## config.mk

```make
export PLATFORM = sky130hd
export DESIGN_NAME = cache_assoc
export DESIGN_NICKNAME = d
export VERILOG_FILES = /design/src/rtl/cache_assoc.sv
export SDC_FILE = /design/constraint.sdc
export NUM_CORES = 2
export LEC_CHECK = 0
export CORE_ASPECT_RATIO = 0.9
export CORE_MARGIN = 1
export CORE_UTILIZATION = 33
export CTS_BUF_LIST = sky130_fd_sc_hd__clkbuf_16
export CTS_CLUSTER_SIZE = 24
export DETAILED_ROUTE_END_ITERATION = 16
export PLACE_DENSITY = 0.52
export SYNTH_ARGS = -nofsm -noshare
export SYNTH_HDL_FRONTEND = slang
export SYNTH_SLANG_ARGS = --single-unit
```

## constraint.sdc

```tcl
create_clock -name clk -period 13.4 [get_ports clk]
set_clock_uncertainty 0.05 [all_clocks]
set_input_delay 3.35 -clock clk [delete_from_list [all_inputs] [get_ports clk]]
set_output_delay 3.35 -clock clk [all_outputs]
set_load 0.01 [all_outputs]
```

## src/rtl/cache_assoc.sv

```systemverilog
// ============================================================================
// cache_assoc : blocking write-back / write-allocate set-associative cache with
// tree-pLRU replacement. CACHE_ASSOC_PERF_CNT_EN builds hit/miss counters.
// Revision: 1.0
// ============================================================================
`default_nettype none

module cache_assoc #(
  parameter int NUM_WAYS   = 2,
  parameter int NUM_SETS   = 8,
  parameter int LINE_BYTES = 16
) (
  input  logic                      clk,
  input  logic                      reset,
  input  logic                      mem_read,
  input  logic                      mem_write,
  input  logic [1:0]                mem_byte_enable,
  input  logic [15:0]               mem_address,
  input  logic [15:0]               mem_wdata,
  output logic [15:0]               mem_rdata,
  output logic                      mem_resp,
  output logic                      pmem_read,
  output logic                      pmem_write,
  output logic [15:0]               pmem_address,
  output logic [8*LINE_BYTES-1:0]   pmem_wdata,
  input  logic [8*LINE_BYTES-1:0]   pmem_rdata,
  input  logic                      pmem_resp,
  output logic [15:0]               perf_hits,
  output logic [15:0]               perf_misses
);

  localparam int OFS       = $clog2(LINE_BYTES);
  localparam int IDX       = $clog2(NUM_SETS);
  localparam int TAG       = 16 - OFS - IDX;
  localparam int LINE_BITS = 8 * LINE_BYTES;
  localparam int WAYW      = (NUM_WAYS > 1) ? $clog2(NUM_WAYS) : 1;
  localparam int PLRU      = (NUM_WAYS > 1) ? NUM_WAYS - 1 : 1;

  localparam logic [1:0] S_IDLE = 2'd0;
  localparam logic [1:0] S_WB   = 2'd1;
  localparam logic [1:0] S_FILL = 2'd2;

  logic [1:0]                        state_q, state_d;
  logic [NUM_WAYS-1:0][NUM_SETS-1:0] valid_q, dirty_q;
  logic [TAG-1:0]                    tag_q  [NUM_WAYS][NUM_SETS];
  logic [LINE_BITS-1:0]              data_q [NUM_WAYS][NUM_SETS];
  logic [NUM_SETS-1:0][PLRU-1:0]     plru_q;
  logic [WAYW-1:0]                   victim_q;
  logic [15:OFS]                     addr_q;

  logic [TAG-1:0]       req_tag, fill_tag;
  logic [IDX-1:0]       req_idx, fill_idx;
  logic [OFS-2:0]       req_word;
  logic                 req, hit, hit_ok, wr_hit, fill_we, wb_done, miss_start;
  logic [WAYW-1:0]      hit_way, victim, plru_vict;
  logic [PLRU-1:0]      plru_cur, plru_new;
  logic [LINE_BITS-1:0] hit_line, merged;
  logic [15:0]          rd_word;
  logic                 unused_addr0;

  assign req_tag      = mem_address[15:OFS+IDX];
  assign req_idx      = mem_address[OFS+IDX-1:OFS];
  assign req_word     = mem_address[OFS-1:1];
  assign fill_tag     = addr_q[15:OFS+IDX];
  assign fill_idx     = addr_q[OFS+IDX-1:OFS];
  assign req          = mem_read | mem_write;
  assign unused_addr0 = mem_address[0];

  always_comb begin
    hit     = 1'b0;
    hit_way = '0;
    for (int w = NUM_WAYS - 1; w >= 0; w--) begin
      if (valid_q[w][req_idx] && (tag_q[w][req_idx] == req_tag)) begin
        hit     = 1'b1;
        hit_way = WAYW'(w);
      end
    end
  end

  assign hit_line = data_q[hit_way][req_idx];
  assign rd_word  = hit_line[{req_word, 4'h0} +: 16];
  assign plru_cur = plru_q[req_idx];

  always_comb begin
    merged = hit_line;
    if (mem_byte_enable[0]) merged[{req_word, 4'h0} +: 8] = mem_wdata[7:0];
    if (mem_byte_enable[1]) merged[{req_word, 4'h8} +: 8] = mem_wdata[15:8];
  end

  // Tree bits point at the next victim; an access flips the path away from it.
  if (NUM_WAYS == 4) begin : g_plru4
    assign plru_vict = plru_cur[0] ? {1'b1, plru_cur[2]} : {1'b0, plru_cur[1]};
    always_comb begin
      plru_new    = plru_cur;
      plru_new[0] = ~hit_way[1];
      if (hit_way[1]) plru_new[2] = ~hit_way[0];
      else            plru_new[1] = ~hit_way[0];
    end
  end else if (NUM_WAYS == 2) begin : g_plru2
    assign plru_vict = plru_cur[0];
    assign plru_new  = ~hit_way;
  end else begin : g_plru1
    assign plru_vict = 1'b0;
    assign plru_new  = 1'b0;
  end

  // Lowest-index invalid way wins over the pLRU choice.
  always_comb begin
    victim = plru_vict;
    for (int w = NUM_WAYS - 1; w >= 0; w--) begin
      if (!valid_q[w][req_idx]) victim = WAYW'(w);
    end
  end

  assign hit_ok  = (state_q == S_IDLE) && req && hit;
  assign wr_hit  = hit_ok && mem_write && (mem_byte_enable != 2'b00);
  assign fill_we = (state_q == S_FILL) && pmem_resp;
  assign wb_done = (state_q == S_WB) && pmem_resp;

  always_comb begin
    state_d      = state_q;
    mem_resp     = 1'b0;
    mem_rdata    = '0;
    pmem_read    = 1'b0;
    pmem_write   = 1'b0;
    pmem_address = '0;
    pmem_wdata   = '0;
    miss_start   = 1'b0;
    case (state_q)
      S_IDLE: begin
        if (req) begin
          if (hit) begin
            mem_resp = 1'b1;
            if (!mem_write) mem_rdata = rd_word;
          end else begin
            miss_start = 1'b1;
            state_d    = (valid_q[victim][req_idx] && dirty_q[victim][req_idx]) ? S_WB : S_FILL;
          end
        end
      end
      S_WB: begin
        pmem_write   = 1'b1;
        pmem_address = {tag_q[victim_q][fill_idx], fill_idx, {OFS{1'b0}}};
        pmem_wdata   = data_q[victim_q][fill_idx];
        if (pmem_resp) state_d = S_FILL;
      end
      S_FILL: begin
        pmem_read    = 1'b1;
        pmem_address = {addr_q, {OFS{1'b0}}};
        if (pmem_resp) state_d = S_IDLE;
      end
      default: state_d = S_IDLE;
    endcase
  end

  always_ff @(posedge clk) begin
    if (reset) begin
      state_q  <= S_IDLE;
      valid_q  <= '0;
      dirty_q  <= '0;
      plru_q   <= '0;
      victim_q <= '0;
      addr_q   <= '0;
    end else begin
      state_q <= state_d;
      if (miss_start) begin
        victim_q <= victim;
        addr_q   <= mem_address[15:OFS];
      end
      if (hit_ok) plru_q[req_idx] <= plru_new;
      if (wr_hit) dirty_q[hit_way][req_idx] <= 1'b1;
      if (wb_done) dirty_q[victim_q][fill_idx] <= 1'b0;
      if (fill_we) begin
        valid_q[victim_q][fill_idx] <= 1'b1;
        dirty_q[victim_q][fill_idx] <= 1'b0;
      end
    end
  end

  // Tag/data arrays carry no reset; valid bits qualify them.
  always_ff @(posedge clk) begin
    if (!reset) begin
      if (fill_we) begin
        tag_q[victim_q][fill_idx]  <= fill_tag;
        data_q[victim_q][fill_idx] <= pmem_rdata;
      end else if (wr_hit) begin
        data_q[hit_way][req_idx] <= merged;
      end
    end
  end

`ifdef CACHE_ASSOC_PERF_CNT_EN
  logic [15:0] hits_q, misses_q;
  logic        refill_q;

  // The completion cycle right after a fill belongs to the miss, not a new hit.
  always_ff @(posedge clk) begin
    if (reset) begin
      hits_q   <= '0;
      misses_q <= '0;
      refill_q <= 1'b0;
    end else begin
      if (fill_we)                refill_q <= 1'b1;
      else if (state_q == S_IDLE) refill_q <= 1'b0;
      if (hit_ok && !refill_q && (hits_q != 16'hFFFF)) hits_q <= hits_q + 16'd1;
      if (miss_start && (misses_q != 16'hFFFF)) misses_q <= misses_q + 16'd1;
    end
  end

  assign perf_hits   = hits_q;
  assign perf_misses = misses_q;
`else
  assign perf_hits   = '0;
  assign perf_misses = '0;
`endif

endmodule

`default_nettype wire

```

Word-level counts from Yosys, hierarchy flattened
Memories as Yosys holds them, arrays and structs flattened. A register that Yosys moved wholly into a read port is not among the register bits.
Cells that the tools add are included.

storage, ports and cells
  bits in registers = 55
  memory bits (writable) = 2192
  input port bits = 167
  output and inout port bits = 195
  word-level logic and storage cells = 166
  memories = 2

memory list
  memory  depth  width  rd ports  clocked after memory_dff  wr ports  RTL line  source
  data_q  2      1024   2         1                         1         46        logic [LINE_BITS-1:0] data_q [NUM_WAYS][NUM_SETS];
  tag_q   2      72     3         1                         1         45        logic [TAG-1:0] tag_q [NUM_WAYS][NUM_SETS];

cells by class
  add/sub/neg operators = 2
  $lt $le $gt $ge = 13
  equality and inequality tests = 8
  shifts and indexed selects = 5
  multiplexer cells = 93
  bitwise logic cells = 9
  reductions and logical operators = 19

operators with widths
  cell                                                                      count
  1024-bit 2-to-1 mux                                                       4
  128-bit 2-to-1 mux                                                        9
  1024-bit OR reduction                                                     1
  128-bit binary-select mux with 3-bit select                               2
  128-bit demux with 3-bit select                                           2
  128-bit bitwise mux                                                       2
  8-bit by 9-bit variable shift with 128-bit output (first input constant)  2
  8-bit by 9-bit indexed part select with 128-bit output                    2
  16-bit 2-to-1 mux                                                         9
  128-bit by 8-bit indexed part select with 16-bit output                   1
  9-bit binary-select mux with 3-bit select                                 3
  72-bit 2-to-1 mux                                                         1
  9-bit 2-to-1 mux                                                          7
  8-bit 2-to-1 mux                                                          6
  16-bit AND                                                                2
  16-bit bitwise OR                                                         2
  16-bit one-hot mux with 2 select lines                                    1
  1-bit 2-to-1 mux                                                          30
  9-bit demux with 3-bit select                                             1
  9-bit == test                                                             2
  7-bit negator with 9-bit output                                           2
  8-bit demux with 1-bit select                                             2
  16-bit inverter                                                           1
  1-bit binary-select mux with 3-bit select                                 5
  20 further kinds                                                          50

Depth between registers and ports, before layout
  word-level depth = 20
  depth in mapped cells = 22
  gate-level depth less buffers = 12

Worst setup path after synthesis
No wires, ideal clock.

  path kind = input-to-reg
  start = input port mem_address[4]
  end = memory data_q[0][128] (netlist name), enable pin
  library setup time = 0.617 ns
  arrival = 11.561 ns
  slack = 1.172 ns
  stages on the path = 14
  path buffers = 4
  path through = buf_2 > buf_4 > or3b_2 > a21oi_1 > a211oi_1 > xnor2_1 > or2_2 > nor3_1 > nor2_1 > nor4b_2 > clkbuf_1 > clkbuf_1 > a22oi_1 > nor2_1

on the way
  word-level cells in the longest chain between the ends = 17
  elaborated cells between the ends (all ways) = 33

RTL lines
  item                                                                      RTL line  source
  from (decl)                                                               18        input logic [15:0] mem_address,
  3-bit inverter with 4-bit output (implied by the code)                    73, 187
  9-bit binary-select mux with 3-bit select                                 73        if (valid_q[w][req_idx] && (tag_q[w][req_idx] == req_tag)) begin
  9-bit 2-to-1 mux (implied by the code) (2 in series)                      73
  9-bit == test                                                             73
  1-bit logical AND                                                         73
  1-bit 2-to-1 mux (2 in series)                                            73
  1-bit logical AND                                                         115       assign hit_ok = (state_q == S_IDLE) && req && hit;
  1-bit logical AND (2 in series)                                           116       assign wr_hit = hit_ok && mem_write && (mem_byte_enable != 2'b00);
  1-bit 2-to-1 mux                                                          186       end else if (wr_hit) begin
  1-bit 2-to-1 mux                                                          183       if (fill_we) begin
  1-bit 2-to-1 mux                                                          182       if (!reset) begin
  1024-bit 2-to-1 mux (implied by the code)                                 187       data_q[hit_way][req_idx] <= merged;
  1024-bit OR reduction (no source line)                                    --
  1-bit 2-to-1 mux (no source line) or 1024-bit 2-to-1 mux (tied branches)  --
  to (decl)                                                                 46

Several ways; a longest one is shown, not always the timed one. The select of a mux whose other input is x is not followed.

Worst setup path in the final report
  start = input port mem_address[5]
  end = output port mem_rdata[4]

on the way
  word-level cells in the longest chain between the ends = 17
  elaborated cells between the ends (all ways) = 27

RTL lines
  item                                                     RTL line  source
  3-bit inverter with 4-bit output (implied by the code)   73, 80
  9-bit binary-select mux with 3-bit select                73
  9-bit 2-to-1 mux (implied by the code) (2 in series)     73
  9-bit == test                                            73
  1-bit logical AND                                        73
  1-bit 2-to-1 mux (2 in series)                           73
  memory read 2 x 1024 bit                                 --
  128-bit binary-select mux with 3-bit select              80        assign hit_line = data_q[hit_way][req_idx];
  128-bit 2-to-1 mux (implied by the code) (2 in series)   80
  128-bit by 8-bit indexed part select with 16-bit output  81        assign rd_word = hit_line[{req_word, 4'h0} +: 16];
  16-bit 2-to-1 mux                                        134       if (!mem_write) mem_rdata = rd_word;
  16-bit 2-to-1 mux (*)                                    132       if (hit) begin
  16-bit 2-to-1 mux (*)                                    131       if (req) begin
  16-bit 2-to-1 mux (*)                                    129       case (state_q)
  to (decl)                                                20        output logic [15:0] mem_rdata,

Mark *: on every way between the ends. The rest lies on a longest branch, timed or not. The select of a mux whose other input is x is not followed.

==> reports/results.ini <==
[outcome]
run_status=finished clean

[worst_setup_path]
cp.required_ps=10000
crit_fanout=23
r2r_setup_slack_ps=6820
start_kind=input port
reg2reg_depth=11
reg2reg_from=tag_q[0][10]
cp_data_arrival_time_ps=9600
cp-endpoint=mem_rdata[4]
crit_type=input port to primary output
critPathCaptureType=primary output
crit_start=mem_address[5]
r2r-end=data_q[0][531]

[global_route]
grt_pass1_wl_um=599000
antenna_found_initial=34
grt_usage_pct=26.2
use_met1_pct=34.8
grtUsageMet2_pct=40.8
grt_pass1_vias=71773
grt_use_met3_pct=4.52
busiest_layer=met2
grt.overflow.total=0
grt_start_max_net_pins=139

[floorplanning]
rows=198
die-height_um=544
start_util_pct=33.3
num_io_pins=362
dieWidth_um=605
core_area_sq_mm=0.324
die-area_sq_mm=0.329

[drt]
drt_iter0_drc=10239
via_per_inst=6.19
via_count=74066
dr.pass1.iters=6
post_drt_wl_per_cell_um=37.0
postRouteWirelength_um=443000
drc_errors=0
ant_nets=0

[clock_network]
clock-sinks=2248
cts_hold_buf=0
cts_inserted_buffers=242
cts.repair.resized=0
clk_latency_ps=930
root_buffer=clkbuf_16
path_clk_slew_ps=70
cts_tree=built
htreeDepth=4
cts_setup_buffers=0
cts_buffer_depth=4

[synthesis]
ys_seq_area_share_pct=62.1
synth_enable_flop_cells=2192
syn_inst=7118
syn_area_per_cell_sq_um=15.1
synthArstFlopShare_pct=0
synthDistinctLibCells=88
yosysWarnings=0
synth-main-ff-cell=edfxtp_1
synthesis.area_sq_mm=0.108
yosys_register_bits=2248

[sta]
hold_viol=0
worstMarginPinSlew_ps=1410
whs_ps=429
tns_ps=0
finalCritPeriodShare_pct=97.0
fin_crit_ps=13000
setup_violations=0
slew_violations=0
fmax_mhz=76.9
slew_headroom_pct=6.31
rsz0062_at_grt=no

[hold_path]
min_delay_path_depth=2
hold_class=register to register

[job]
drv_cap=0

[layout]
area_growth_pct=15.9
fin_nets=7643
drive_gt1_share_pct=19.7

[power]
leakagePower_nw=38.0
p_total_mw=15.8
ir_drop_uv=115
power.density_mw_per_mm2=126

[placement]
place_congestion=0.945
post-dp-hpwl_um=267000
port_buffers=324

-- critical path: stages --
cell             delay, ps
buf_2                  300
buf_12                 270
nor2b_2                400
a22oi_1                220
a21o_1                 220
a211oi_1               440
buf_4                  200
nand4_1                230
a211oi_4               450
buf_12                 280
buf_12                 240
mux4_2                 520
nor2_1                 140
nor4_1                 100
a2111oi_2             1090
o221ai_1               310
buf_4                  260
clkdlybuf4s50_1        480
-- metrics by stage --
stage	setup WS, ps	cell area, sq um	instances	util, %
detailed placement	627	117000	11522	36.2
CTS	584	125000	11958	38.5
global placement	608	117000	11522	36.2
floorplan	1170	108000	7153	-
global route	409	125000	11961	38.5
finish	398	125000	11968	38.5
-- state kept, by name, indices dropped and copies added (netlist names), named ones only --
register,cells
state_q,2
addr_q,12
tag_q,144
valid_q,16
data_q,2048
plru_q,8
victim_q,1
dirty_q,16
-- final cells by class --
class | count | area [sq um]
Clock inverter | 191 | 1540
Sequential cell | 2248 | 67000
Tap cell | 4300 | 5380
Fill cell | 29939 | 199000
Multi-Input combinational cell | 4282 | 38500
Clock buffer | 245 | 6130
Antenna cell | 9 | 22.5
Timing Repair Buffer | 666 | 6380
Inverter | 27 | 103
-- metal layers --
layer | part of all wire [%] | vias up
li1 | - | 29254
met1 | 39 | 39086
met2 | 45 | 4730
met3 | 9.6 | 986
met4 | 6.8 | 10
met5 | 0.014 | -
-- logic make-up after synthesis --
family / share of synthesized area (%)
multiplexers: 21.3
AO/OA/AOI/OAI: 6.49
adder cells (fa/ha/maj): 0.104
other: 0.00348
AND/OR/NAND/NOR: 7.17
buffers and inverters: 2.78
flip-flops: 62.1
XOR/XNOR: 0.0975
-- synthesized netlist by cell type (82+ instances only) --
cell type,instances,area (sq um)
edfxtp_1,2192,65800
mux2i_1,693,6940
nand2_1,678,2540
mux4_2,676,15200
nor2_1,426,1600
clkbuf_1,331,1240
nand3_1,266,1330
o22ai_1,253,1580
a21oi_1,229,1150
a22oi_1,159,1190
buf_1,114,428
nor3_1,82,410
-- cell usage in the layout, fill, tap and decap left out, types with 64 or more instances in the layout --
cell             Yosys  routed
a21oi_1            229     226
a22oi_1            159     159
buf_4               78     298
clkbuf_16            0     245
clkdlybuf4s50_1      0     315
clkinv_1             2      70
edfxtp_1          2192    2192
inv_1               23      75
mux2_2              64      64
mux2i_1            693     692
mux4_2             676     676
nand2_1            678     669
nand3_1            266     264
nand4_1             66      66
nor2_1             426     387
nor3_1              82      78
o21ai_0             78      77
o22ai_1            253     253
-- worst min path at each step --
stage                          start    endpoint  slack (ps)
after floorplan           state_q[0]  state_q[0]         400
after CTS                  plru_q[5]   plru_q[5]         430
after detailed placement   plru_q[5]   plru_q[5]         420
final                      plru_q[7]   plru_q[7]         430
after global placement     plru_q[5]   plru_q[5]         410
after global routing       plru_q[5]   plru_q[5]         440
-- where the power goes --
group	internal [mW]	leakage [nW]	switching, mW
Clock	3.77	3.94	2.90
Sequential	7.75	20.2	0.0353
Combinational	0.403	13.9	0.905
Total	11.9	38.0	3.84
Note: power is estimated with default switching activity, not from simulation.
